<file path="src/rtl/gshare_branch_predictor_pkg.sv">
// Shared definitions for the gshare predictor: opcodes, 2-bit counter
// encodings, FSM states and the immediate extractors that imm_mux also uses.
package gshare_branch_predictor_pkg;

    localparam logic [6:0] OP_BRANCH = 7'b1100011;
    localparam logic [6:0] OP_JAL    = 7'b1101111;
    localparam logic [6:0] OP_JALR   = 7'b1100111;

    // 2-bit saturating counter states; bit 1 is the taken prediction.
    typedef enum logic [1:0] {
        SNT = 2'd0,
        WNT = 2'd1,
        WT  = 2'd2,
        ST  = 2'd3
    } ctr_e;

    typedef enum logic {
        S_INIT = 1'b0,
        S_RUN  = 1'b1
    } state_e;

    // B-type immediate, sign-extended, bit 0 always zero.
    function automatic logic [31:0] imm_b(input logic [31:0] ir);
        return {{20{ir[31]}}, ir[7], ir[30:25], ir[11:8], 1'b0};
    endfunction

    // J-type immediate, sign-extended, bit 0 always zero.
    function automatic logic [31:0] imm_j(input logic [31:0] ir);
        return {{12{ir[31]}}, ir[19:12], ir[20], ir[30:21], 1'b0};
    endfunction

    // Next counter value: step toward taken/not-taken, saturating at ST/SNT.
    function automatic logic [1:0] ctr_next(input logic [1:0] c, input logic taken);
        if (taken)
            return (c == ST)  ? ST  : c + 2'd1;
        else
            return (c == SNT) ? SNT : c - 2'd1;
    endfunction

endpackage

</file>
<file path="src/rtl/gshare_branch_predictor_if.sv">
// Decode-side prediction and execute-side training signals of the predictor.
// The pipeline is the master; the predictor is the slave.
interface gshare_branch_predictor_if #(
    parameter int IDX_BITS = 8
) ();

    logic                d_valid;
    logic                d_stall;
    logic [31:0]         d_IR;
    logic [31:0]         d_PC;
    logic                p_taken;
    logic [31:0]         p_target;
    logic [IDX_BITS-1:0] p_idx;
    logic                ready;
    logic                e_update;
    logic                e_taken;
    logic                e_pred;
    logic [IDX_BITS-1:0] e_idx;

    modport master (
        output d_valid, d_stall, d_IR, d_PC, e_update, e_taken, e_pred, e_idx,
        input  p_taken, p_target, p_idx, ready
    );

    modport slave (
        input  d_valid, d_stall, d_IR, d_PC, e_update, e_taken, e_pred, e_idx,
        output p_taken, p_target, p_idx, ready
    );

endinterface

</file>
<file path="src/rtl/gshare_branch_predictor_bht_table.sv">
// Branch history table: 2**IDX_BITS two-bit counters with an asynchronous
// prediction read port and one synchronous write port shared between the
// initialisation sweep and the saturating training update.
module bht_table
    import gshare_branch_predictor_pkg::*;
#(
    parameter int IDX_BITS = 8
) (
    input  logic                clk,
    input  logic [IDX_BITS-1:0] rd_idx,
    output logic [1:0]          rd_ctr,
    input  logic                init_we,
    input  logic [IDX_BITS-1:0] init_idx,
    input  logic [1:0]          init_val,
    input  logic                upd_we,
    input  logic [IDX_BITS-1:0] upd_idx,
    input  logic                upd_taken
);

    localparam int DEPTH = 2 ** IDX_BITS;

    logic [1:0]          mem [DEPTH];
    logic                wr_en;
    logic [IDX_BITS-1:0] wr_idx;
    logic [1:0]          wr_val;

    // Prediction read is combinational so a same-cycle update is seen only after the edge.
    assign rd_ctr = mem[rd_idx];

    // Select the write source: the init sweep wins, otherwise the saturating update.
    always_comb begin
        // NOTE: every output gets a default first so no path leaves it unassigned (no latch).
        wr_en  = init_we | upd_we;
        wr_idx = upd_idx;
        wr_val = ctr_next(mem[upd_idx], upd_taken);
        if (init_we) begin
            wr_idx = init_idx;
            wr_val = init_val;
        end
    end

    // Single synchronous write port.
    always_ff @(posedge clk) begin
        // NOTE: the array has no reset; the INIT sweep rewrites every entry before ready rises.
        if (wr_en)
            mem[wr_idx] <= wr_val;
    end

endmodule

</file>
<file path="src/rtl/gshare_branch_predictor.sv">
// Decode-stage gshare branch predictor. Indexes a table of 2-bit counters
// with PC xor global history (bimodal when HIST_BITS=0), predicts B-type and
// JAL redirects with zero latency, trains from execute and keeps hit stats.
module gshare_branch_predictor
    import gshare_branch_predictor_pkg::*;
#(
    parameter int IDX_BITS  = 8,
    parameter int HIST_BITS = 8,
    parameter int CNT_INIT  = 1
) (
    input  logic                     clk,
    input  logic                     resetn,
    gshare_branch_predictor_if.slave bus,
    output logic [31:0]              nb_branch,
    output logic [31:0]              nb_hit
);

    state_e              state;
    logic                ready_q;
    logic [IDX_BITS-1:0] init_ptr;
    logic [IDX_BITS-1:0] hist_idx;
    logic [IDX_BITS-1:0] idx;
    logic [1:0]          rd_ctr;
    logic                init_we;
    logic                run_upd;
    logic [31:0]         target;
    logic                unused_d_stall;

    // Outputs follow the held d_IR/d_PC, so a decode stall needs no handling here.
    assign unused_d_stall = bus.d_stall;

    // Writes are gated by resetn so a training pulse during reset never lands.
    assign init_we = resetn && (state == S_INIT);
    assign run_upd = resetn && (state == S_RUN) && bus.e_update;

    // Sweep every table entry after reset, then enter RUN with ready registered.
    always_ff @(posedge clk) begin
        // NOTE: sequential state uses non-blocking assignments so all registers update together.
        if (!resetn) begin
            state    <= S_INIT;
            init_ptr <= '0;
            ready_q  <= 1'b0;
        end else begin
            case (state)
                S_INIT: begin
                    init_ptr <= init_ptr + IDX_BITS'(1);
                    if (init_ptr == '1) begin
                        state   <= S_RUN;
                        ready_q <= 1'b1;
                    end
                end
                S_RUN:   ready_q <= 1'b1;
                default: state   <= S_INIT;
            endcase
        end
    end

    if (HIST_BITS > 0) begin : g_hist
        logic [HIST_BITS-1:0] history;

        // Non-speculative global history: shift in each resolved outcome.
        always_ff @(posedge clk) begin
            if (!resetn)
                history <= '0;
            else if (run_upd)
                history <= HIST_BITS'({history, bus.e_taken});
        end

        // History is aligned to the top of the index.
        assign hist_idx = IDX_BITS'(history) << (IDX_BITS - HIST_BITS);
    end else begin : g_bimodal
        assign hist_idx = '0;
    end

    assign idx       = bus.d_PC[IDX_BITS+1:2] ^ hist_idx;
    assign bus.p_idx = idx;
    assign bus.ready = ready_q;

    bht_table #(
        .IDX_BITS (IDX_BITS)
    ) u_bht (
        .clk       (clk),
        .rd_idx    (idx),
        .rd_ctr    (rd_ctr),
        .init_we   (init_we),
        .init_idx  (init_ptr),
        .init_val  (2'(CNT_INIT)),
        .upd_we    (run_upd),
        .upd_idx   (bus.e_idx),
        .upd_taken (bus.e_taken)
    );

    // Decode the instruction in decode and form direction and redirect target.
    always_comb begin
        bus.p_taken = 1'b0;
        target      = bus.d_PC + 32'd4;
        if (ready_q && bus.d_valid) begin
            case (bus.d_IR[6:0])
                OP_JAL: begin
                    bus.p_taken = 1'b1;
                    target      = bus.d_PC + imm_j(bus.d_IR);
                end
                OP_BRANCH: begin
                    bus.p_taken = rd_ctr[1];
                    target      = bus.d_PC + imm_b(bus.d_IR);
                end
                OP_JALR: ;
                default: ;
            endcase
        end
    end

    assign bus.p_target = target & ~32'd1;

    // Resolved-branch statistics; reset clears them, the INIT sweep does not.
    always_ff @(posedge clk) begin
        if (!resetn) begin
            nb_branch <= '0;
            nb_hit    <= '0;
        end else if (run_upd) begin
            nb_branch <= nb_branch + 32'd1;
            if (bus.e_pred == bus.e_taken)
                nb_hit <= nb_hit + 32'd1;
        end
    end

endmodule

</file>
<file path="src/flat_wrapper.sv">
// flat-port wrapper written by rule: the top's interface ports become plain ports
module gshare_branch_predictor_flat import gshare_branch_predictor_pkg::*;
#(
    parameter int IDX_BITS  = 8,
    parameter int HIST_BITS = 8,
    parameter int CNT_INIT  = 1
)
  (clk, resetn, nb_branch, nb_hit, bus_d_valid, bus_d_stall, bus_d_IR, bus_d_PC, bus_e_update, bus_e_taken, bus_e_pred, bus_e_idx, bus_p_taken, bus_p_target, bus_p_idx, bus_ready);
  gshare_branch_predictor_if #(.IDX_BITS(IDX_BITS)) bus_i ();
  input  logic clk;
  input  logic resetn;
  output logic [31:0] nb_branch;
  output logic [31:0] nb_hit;
  input wire logic [$bits(bus_i.d_valid)-1:0] bus_d_valid;
  input wire logic [$bits(bus_i.d_stall)-1:0] bus_d_stall;
  input wire logic [$bits(bus_i.d_IR)-1:0] bus_d_IR;
  input wire logic [$bits(bus_i.d_PC)-1:0] bus_d_PC;
  input wire logic [$bits(bus_i.e_update)-1:0] bus_e_update;
  input wire logic [$bits(bus_i.e_taken)-1:0] bus_e_taken;
  input wire logic [$bits(bus_i.e_pred)-1:0] bus_e_pred;
  input wire logic [$bits(bus_i.e_idx)-1:0] bus_e_idx;
  output wire logic [$bits(bus_i.p_taken)-1:0] bus_p_taken;
  output wire logic [$bits(bus_i.p_target)-1:0] bus_p_target;
  output wire logic [$bits(bus_i.p_idx)-1:0] bus_p_idx;
  output wire logic [$bits(bus_i.ready)-1:0] bus_ready;
  assign bus_i.d_valid = bus_d_valid;
  assign bus_i.d_stall = bus_d_stall;
  assign bus_i.d_IR = bus_d_IR;
  assign bus_i.d_PC = bus_d_PC;
  assign bus_i.e_update = bus_e_update;
  assign bus_i.e_taken = bus_e_taken;
  assign bus_i.e_pred = bus_e_pred;
  assign bus_i.e_idx = bus_e_idx;
  assign bus_p_taken = bus_i.p_taken;
  assign bus_p_target = bus_i.p_target;
  assign bus_p_idx = bus_i.p_idx;
  assign bus_ready = bus_i.ready;
  gshare_branch_predictor #(.IDX_BITS(IDX_BITS), .HIST_BITS(HIST_BITS), .CNT_INIT(CNT_INIT)) u_core (.clk(clk), .resetn(resetn), .bus(bus_i), .nb_branch(nb_branch), .nb_hit(nb_hit));
endmodule
</file>
<file path="config.mk">
export PLATFORM = sky130hd
export DESIGN_NAME = gshare_branch_predictor_flat
export DESIGN_NICKNAME = d
export VERILOG_FILES = /design/src/rtl/gshare_branch_predictor_pkg.sv /design/src/rtl/gshare_branch_predictor_if.sv /design/src/rtl/gshare_branch_predictor_bht_table.sv /design/src/rtl/gshare_branch_predictor.sv /design/src/flat_wrapper.sv
export SDC_FILE = /design/constraint.sdc
export NUM_CORES = 1
export LEC_CHECK = 0
export ABC_AREA = 0
export BUFFER_PORTS_ARGS = -buffer_cell sky130_fd_sc_hd__buf_4
export CAP_MARGIN = 20
export CORE_UTILIZATION = 30
export DETAILED_ROUTE_END_ITERATION = 6
export PLACE_DENSITY = 0.54
export SLEW_MARGIN = 20
export SYNTH_ARGS = -nofsm -noshare
export SYNTH_HDL_FRONTEND = slang
export SYNTH_SLANG_ARGS = --single-unit
</file>
<file path="constraint.sdc">
create_clock -name clk -period 13.1 [get_ports clk]
set_input_delay 1.965 -clock clk [delete_from_list [all_inputs] [get_ports clk]]
set_output_delay 1.965 -clock clk [all_outputs]
set_load 0.01 [all_outputs]
</file>
# Word-level counts from Yosys, hierarchy flattened
# Memories as Yosys holds them, arrays and structs flattened.
# Cells that the tools add are included.
# W data, S select, Z words.
# word_totals
mem_count	1
input_bits	79
word_cells	45
out_inout_bits	106
ram_bits	512
ff_bits	82
# classes
muxes	15
n_eq_ne	6
bitwise	3
addsub	8
reduce_logical	6
# memory_table
name	depth	word_bits	rd	rd_clocked_by_memory_dff	write_ports	line	source
u_core.u_bht.mem	256	2	2	0	1	gshare_branch_predictor_bht_table.sv:22	logic [1:0] mem [DEPTH];
# ops
operator	n
$add A32 B1 Y32 const B	2
$add A32 B32 Y32	2
$pmux W32 S2	1
$add A32 B3 Y32 const B	1
$mux W32	1
$eq A7 B7 Y1 const B	2
$add A8 B1 Y8 const B	1
$eq A8 B8 Y1 const B	1
$mux W2	4
$mux W8	1
$xor A8 B8 Y8	1
$mux W1	6
$logic_and A1 B1 Y1	4
$pmux W1 S2	2
$add A2 B1 Y2 const B	1
$eq A2 B2 Y1 const B	1
$logic_not A2 Y1	1
$ne A2 B2 Y1 const B	1
$reduce_and A2 Y1	1
$sub A2 B1 Y2 const B	1
$eq A1 B1 Y1	1
$not A1 Y1	1
$or A1 B1 Y1	1

# Depth between registers and ports, before layout
# depth
word_depth	5
ltp_mapped	16
mapped_depth_nobuf	14

# Cells and area by module
# A second synthesis with hierarchy kept.
# hier_totals
cells_unflattened	2386
area_unflattened_um2	31919.4
# by_module_without_submodules
module	area_each_um2	instances	seq_area_each_um2	cells_per_inst
bht_table	25309.3	1	15374.7	1544
gshare_branch_predictor	6610.1	1	1641.6	842

# Worst setup path before layout
# Ideal clock, no wire load.
# synth_path
path_type	input port to flip-flop
from	in bus_e_idx[0]
to	mem u_core.u_bht.mem[0][0], data pin
path_buffers	2
slack_ns	1.366
setup_ns	1.456
path_stages	10
arrival_ns	10.278
required_time_ns	11.644
path_cell_list	buf_6 -> buf_12 -> mux4_1 -> mux4_2 -> nor2b_1 -> o41ai_1 -> a21oi_1 -> nor4_2 -> a21oi_1 -> o21ai_1
# synth_between
elab_chain_cells	5
word_cells_on_any_way	9
cone_classes	add/sub (2); eq/ne (1); mux (4); reduce/logical (1); memory (1)
# synth_lines
element	line	source
start: declaration	flat_wrapper.sv:21	input wire logic [$bits(bus_i.e_idx)-1:0] bus_e_idx;
$mem_v2 Z256 W2 *	--	
$sub A2 B1 Y2 (tied with other cells)	gshare_branch_predictor_pkg.sv:37	return (c == SNT) ? SNT : c - 2'd1;
$mux W2, on equally long branches	gshare_branch_predictor_pkg.sv:37, gshare_branch_predictor_pkg.sv:35	
$mux W2 *	gshare_branch_predictor_pkg.sv:34	if (taken)
$mux W2 *	gshare_branch_predictor_bht_table.sv:36	if (init_we) begin
via u_core.u_bht.wr_val[0]	gshare_branch_predictor_bht_table.sv:25	logic [1:0] wr_val;
end: declaration	gshare_branch_predictor_bht_table.sv:22	
# The timed path passes the listed nets; every way through them passes the cells marked *.

# Final worst setup path
# layout_path
from	in bus_d_IR[4]
to	out bus_p_target[28]
# layout_between
elab_chain_cells	3
word_cells_on_any_way	4
cone_classes	eq/ne (2); mux (2)
# layout_lines
element	line	source
start: declaration	flat_wrapper.sv:16	input wire logic [$bits(bus_i.d_IR)-1:0] bus_d_IR;
$eq A7 B7 Y1	gshare_branch_predictor.sv:98	case (bus.d_IR[6:0])
$pmux W32 S2 *	gshare_branch_predictor.sv:98	
$mux W32 *	gshare_branch_predictor.sv:97	if (ready_q && bus.d_valid) begin
end: declaration	flat_wrapper.sv:23	output wire logic [$bits(bus_i.p_target)-1:0] bus_p_target;
# Mark *: on every way between the ends. The rest lies on a longest branch, timed or not.

==> out/metrics.csv <==
stage;metric;value;unit
final_layout;mostFrequentLayoutCells;512 x edfxtp_1, 300 x nor2_1, 214 x buf_4;
cts;cts_sinks;594;
cts;clkLatencyLatePin;0.64;ns
grt;grt_pass1_wl;124000;um
outcome;outcome;complete, but fails checks;
routing;wl_per_cell;23.1;um
yosys;syn_avg_cell_area;13.7;sq um
worst_setup_path;start_kind;input port;
cts;clock_path_buffers;3;
worst_setup_path;worstPathCellList;buf_4 -> nor2b_1 -> nand4_1 -> or2_2 -> nor2_1 -> a21o_1 -> ha_1 -> nand4_1 -> nor4_1 -> o221ai_1 -> and3_1 -> o21ai_1 -> a211oi_1 -> a311oi_1 -> buf_4;
grt;track_usage;0.167;
worst_setup_path;required;11.14;ns
power;sw_frac_of_total;0.236;
hold_path;holdPathStages;2;
worst_setup_path;crit_buf_inv;2;
floorplanning;dieArea;99300;sq um
floorplanning;rows;114;
power;seqPwrFrac;0.465;
worst_setup_path;cp_slowest_stage_delay;0.60;ns
sta;hold_violations;0;
cts;cts_tree;built;
final_layout;nNetsFinal;2425;
final_layout;final_common_cell;edfxtp_1;
yosys;ys.flop_type;edfxtp_1;
yosys;ys_warn_count;0;
power;pwr-share-clk;0.443;
routing;drc;63;
worst_setup_path;arrival;6.42;ns
floorplanning;coreArea;97000;sq um
power;netSwitchingPower;1.06;mW
routing;first_pass_iters;7;
yosys;synth_cells;2147;
outcome;violations;DRC;
sta;fin_crit;8.39;ns
grt;grt_antenna_before_repair;1;
routing;dr_total_vias;19400;
power;peakVddDrop;0.000109;V
routing;ant_nets;0;
floorplanning;initial_core_util;0.303;
cts;postCtsResizedCells;0;
power;p_comb_frac;0.091;
floorplanning;die_w;315;um
sta;rsz0062_at_grt;no;
power;p_int;3.44;mW
worst_setup_path;crit-reg2reg-launch;u_core.u_bht.mem[133][0]$_DFFE_PP_;
placed_design;hpwl;54600;um
sta;max_freq;0.119;GHz
yosys;syn_area;29400;sq um
cts;holdBufCountCts;0;
yosys;ys_types;70;
sta;slew_headroom;0.254;
worst_setup_path;slowest_stage;or2_2;
sta;finalCritPeriodShare;0.640;
worst_setup_path;r2r_end;u_core.u_bht.mem[134][0]$_DFFE_PP_;
floorplanning;top_level_ports;185;
placed_design;placed_area;32100;sq um
worst_setup_path;endpoint_kind;output port;
cts;post_cts_buffers;0;
cts;cts_htree_levels;3;
placed_design;dp_worst_setup_slack;4.77;ns
hold_path;hold_start;u_core.g_hist.history[4]$_SDFFE_PN0P_;
worst_setup_path;rr_worst_depth;10;
yosys;syn-num-nets;2264;
floorplanning;die_y;315;um
grt;first_global_vias;19600;
final_layout;fin_cells;3641;
hold_path;min_to;u_core.g_hist.history[5]$_SDFFE_PN0P_;
cts;path_clk_slew;0.06;ns
yosys;yosysSeqAreaShare;0.578;
grt;grt_start_max_net_pins;115;
cts;cts_buffers;70;
final_layout;area_growth;17.4;%
routing;via_per_inst;5.33;
worst_setup_path;reg2reg_setup_slack;8.56;ns
sta;tightest_slew;1.12;ns
yosys;ys_ff_latch;594;
power;leakagePower;11.5;nW
job;maxCapViolations;0;
yosys;synthArstFlopShare;0;
sta;fin_skew;0.0427;ns
routing;wl;84000;um
hold_path;hold_class;reg2reg;
placed_design;io_buffers;181;
worst_setup_path;crit_fanout;14;
sta;setup_viol;0;
sta;setup-tns-final;0;ns
power;power_per_cell_area;130;nW/um^2
worst_setup_path;critPathTopFamily;simple AND/OR/NAND/NOR gates;
sta;setup_ws;4.71;ns
yosys;synth_edf_count;512;
final_layout;design_area;34600;sq um
grt;grt_remaining_overflow;0;
worst_setup_path;worst-setup-path-type;in2out;
placed_design;place_inst;3511;
routing;drt_iter0_markers;2014;
placed_design;gp_congestion;0.822;
final_layout;drive_above_1_share;0.233;
sta;drv_slew;0;
cts;cts_root_buf;clkbuf_16;
synth_stat cells (23+ instances only):
cell      number  area, sq um
clkbuf_1      82          308
and2_1        64          400
o21ai_0       56          280
edfxtp_1     512        15400
ha_1          37          463
nor2_1       301         1130
a21o_1        25          188
dfxtp_1       82         1640
xnor2_1       71          622
a21oi_1       46          230
mux2i_1       47          470
nand2_1      162          608
buf_2         23          115
nand3_1       64          320
xor2_1        43          377
mux4_2       194         4370
and3_1        23          144
how the worst max path moves through the flow:
stage,startpoint,endpoint,cells after the start
after floorplan,bus_e_idx[0],u_core.u_bht.mem[0][0]$_DFFE_PP_,10
after global placement,bus_d_IR[4],bus_p_target[28],15
after detailed placement,bus_d_IR[4],bus_p_target[28],15
after CTS,bus_d_IR[4],bus_p_target[28],15
after global routing,bus_d_IR[4],bus_p_target[28],15
final,bus_d_IR[4],bus_p_target[28],15
cell families after synthesis:
| group | synth area share |
|---|---|
| flops | 0.578 |
| xor+xnor | 0.0339 |
| compound gates | 0.0571 |
| mux | 0.171 |
| simple gates | 0.119 |
| fa+ha+maj | 0.0168 |
| other cells | 0.000127 |
| buf+inv | 0.0239 |
area by class of cell:
class                      count  area [sq um]
fill                        9327         62400
sequential                   594         17000
multi-input combinational   1408         11800
clock buffer                  90          1930
timing repair buffer         218          1670
tap                         1276          1600
clock inverter                37           463
inverter                      16          60.1
antenna                        2          5.00
per-layer routing:
| metal | wire length, um | track usage | vias to the layer above |
|---|---|---|---|
| met5 | 0 | 0 | - |
| met4 | 3250 | 0.0690 | 0 |
| met3 | 7130 | 0.0384 | 156 |
| met2 | 39300 | 0.265 | 775 |
| met1 | 34300 | 0.218 | 9886 |
| li1 | - | - | 8607 |
flip-flops by register name, indices dropped and copies added, names as in the netlist:
name	count
u_core.u_bht.mem	512
u_core.bus.ready	1
u_core.state	1
u_core.nb_hit	32
u_core.init_ptr	8
u_core.nb_branch	32
u_core.g_hist.history	8
power groups by stage:
stage               Sequential (mW)  Combinational (mW)  Clock, mW
floorplan                      2.15               0.256          0
global placement               2.13               0.403          0
detailed placement             2.13               0.410          0
CTS                            2.09               0.411       2.03
global route                   2.09               0.443       2.11
finish                         2.09               0.411       1.99
worst min-delay path, stage by stage, from the launching register on:
cell     delay (ns)
dfxtp_1        0.33
nand2_1        0.06
nand2_1        0.04
metrics by stage:
| stage | total power, mW | hold slack [ns] | util |
|---|---|---|---|
| finish | 4.50 | 0.475 | 0.356 |
| global route | 4.64 | 0.496 | 0.356 |
| CTS | 4.54 | 0.476 | 0.356 |
| detailed placement | 2.54 | 0.462 | 0.331 |
| global placement | 2.54 | 0.464 | 0.331 |
| floorplan | 2.41 | 0.443 | - |
Note: power is estimated with default switching activity, not from simulation.
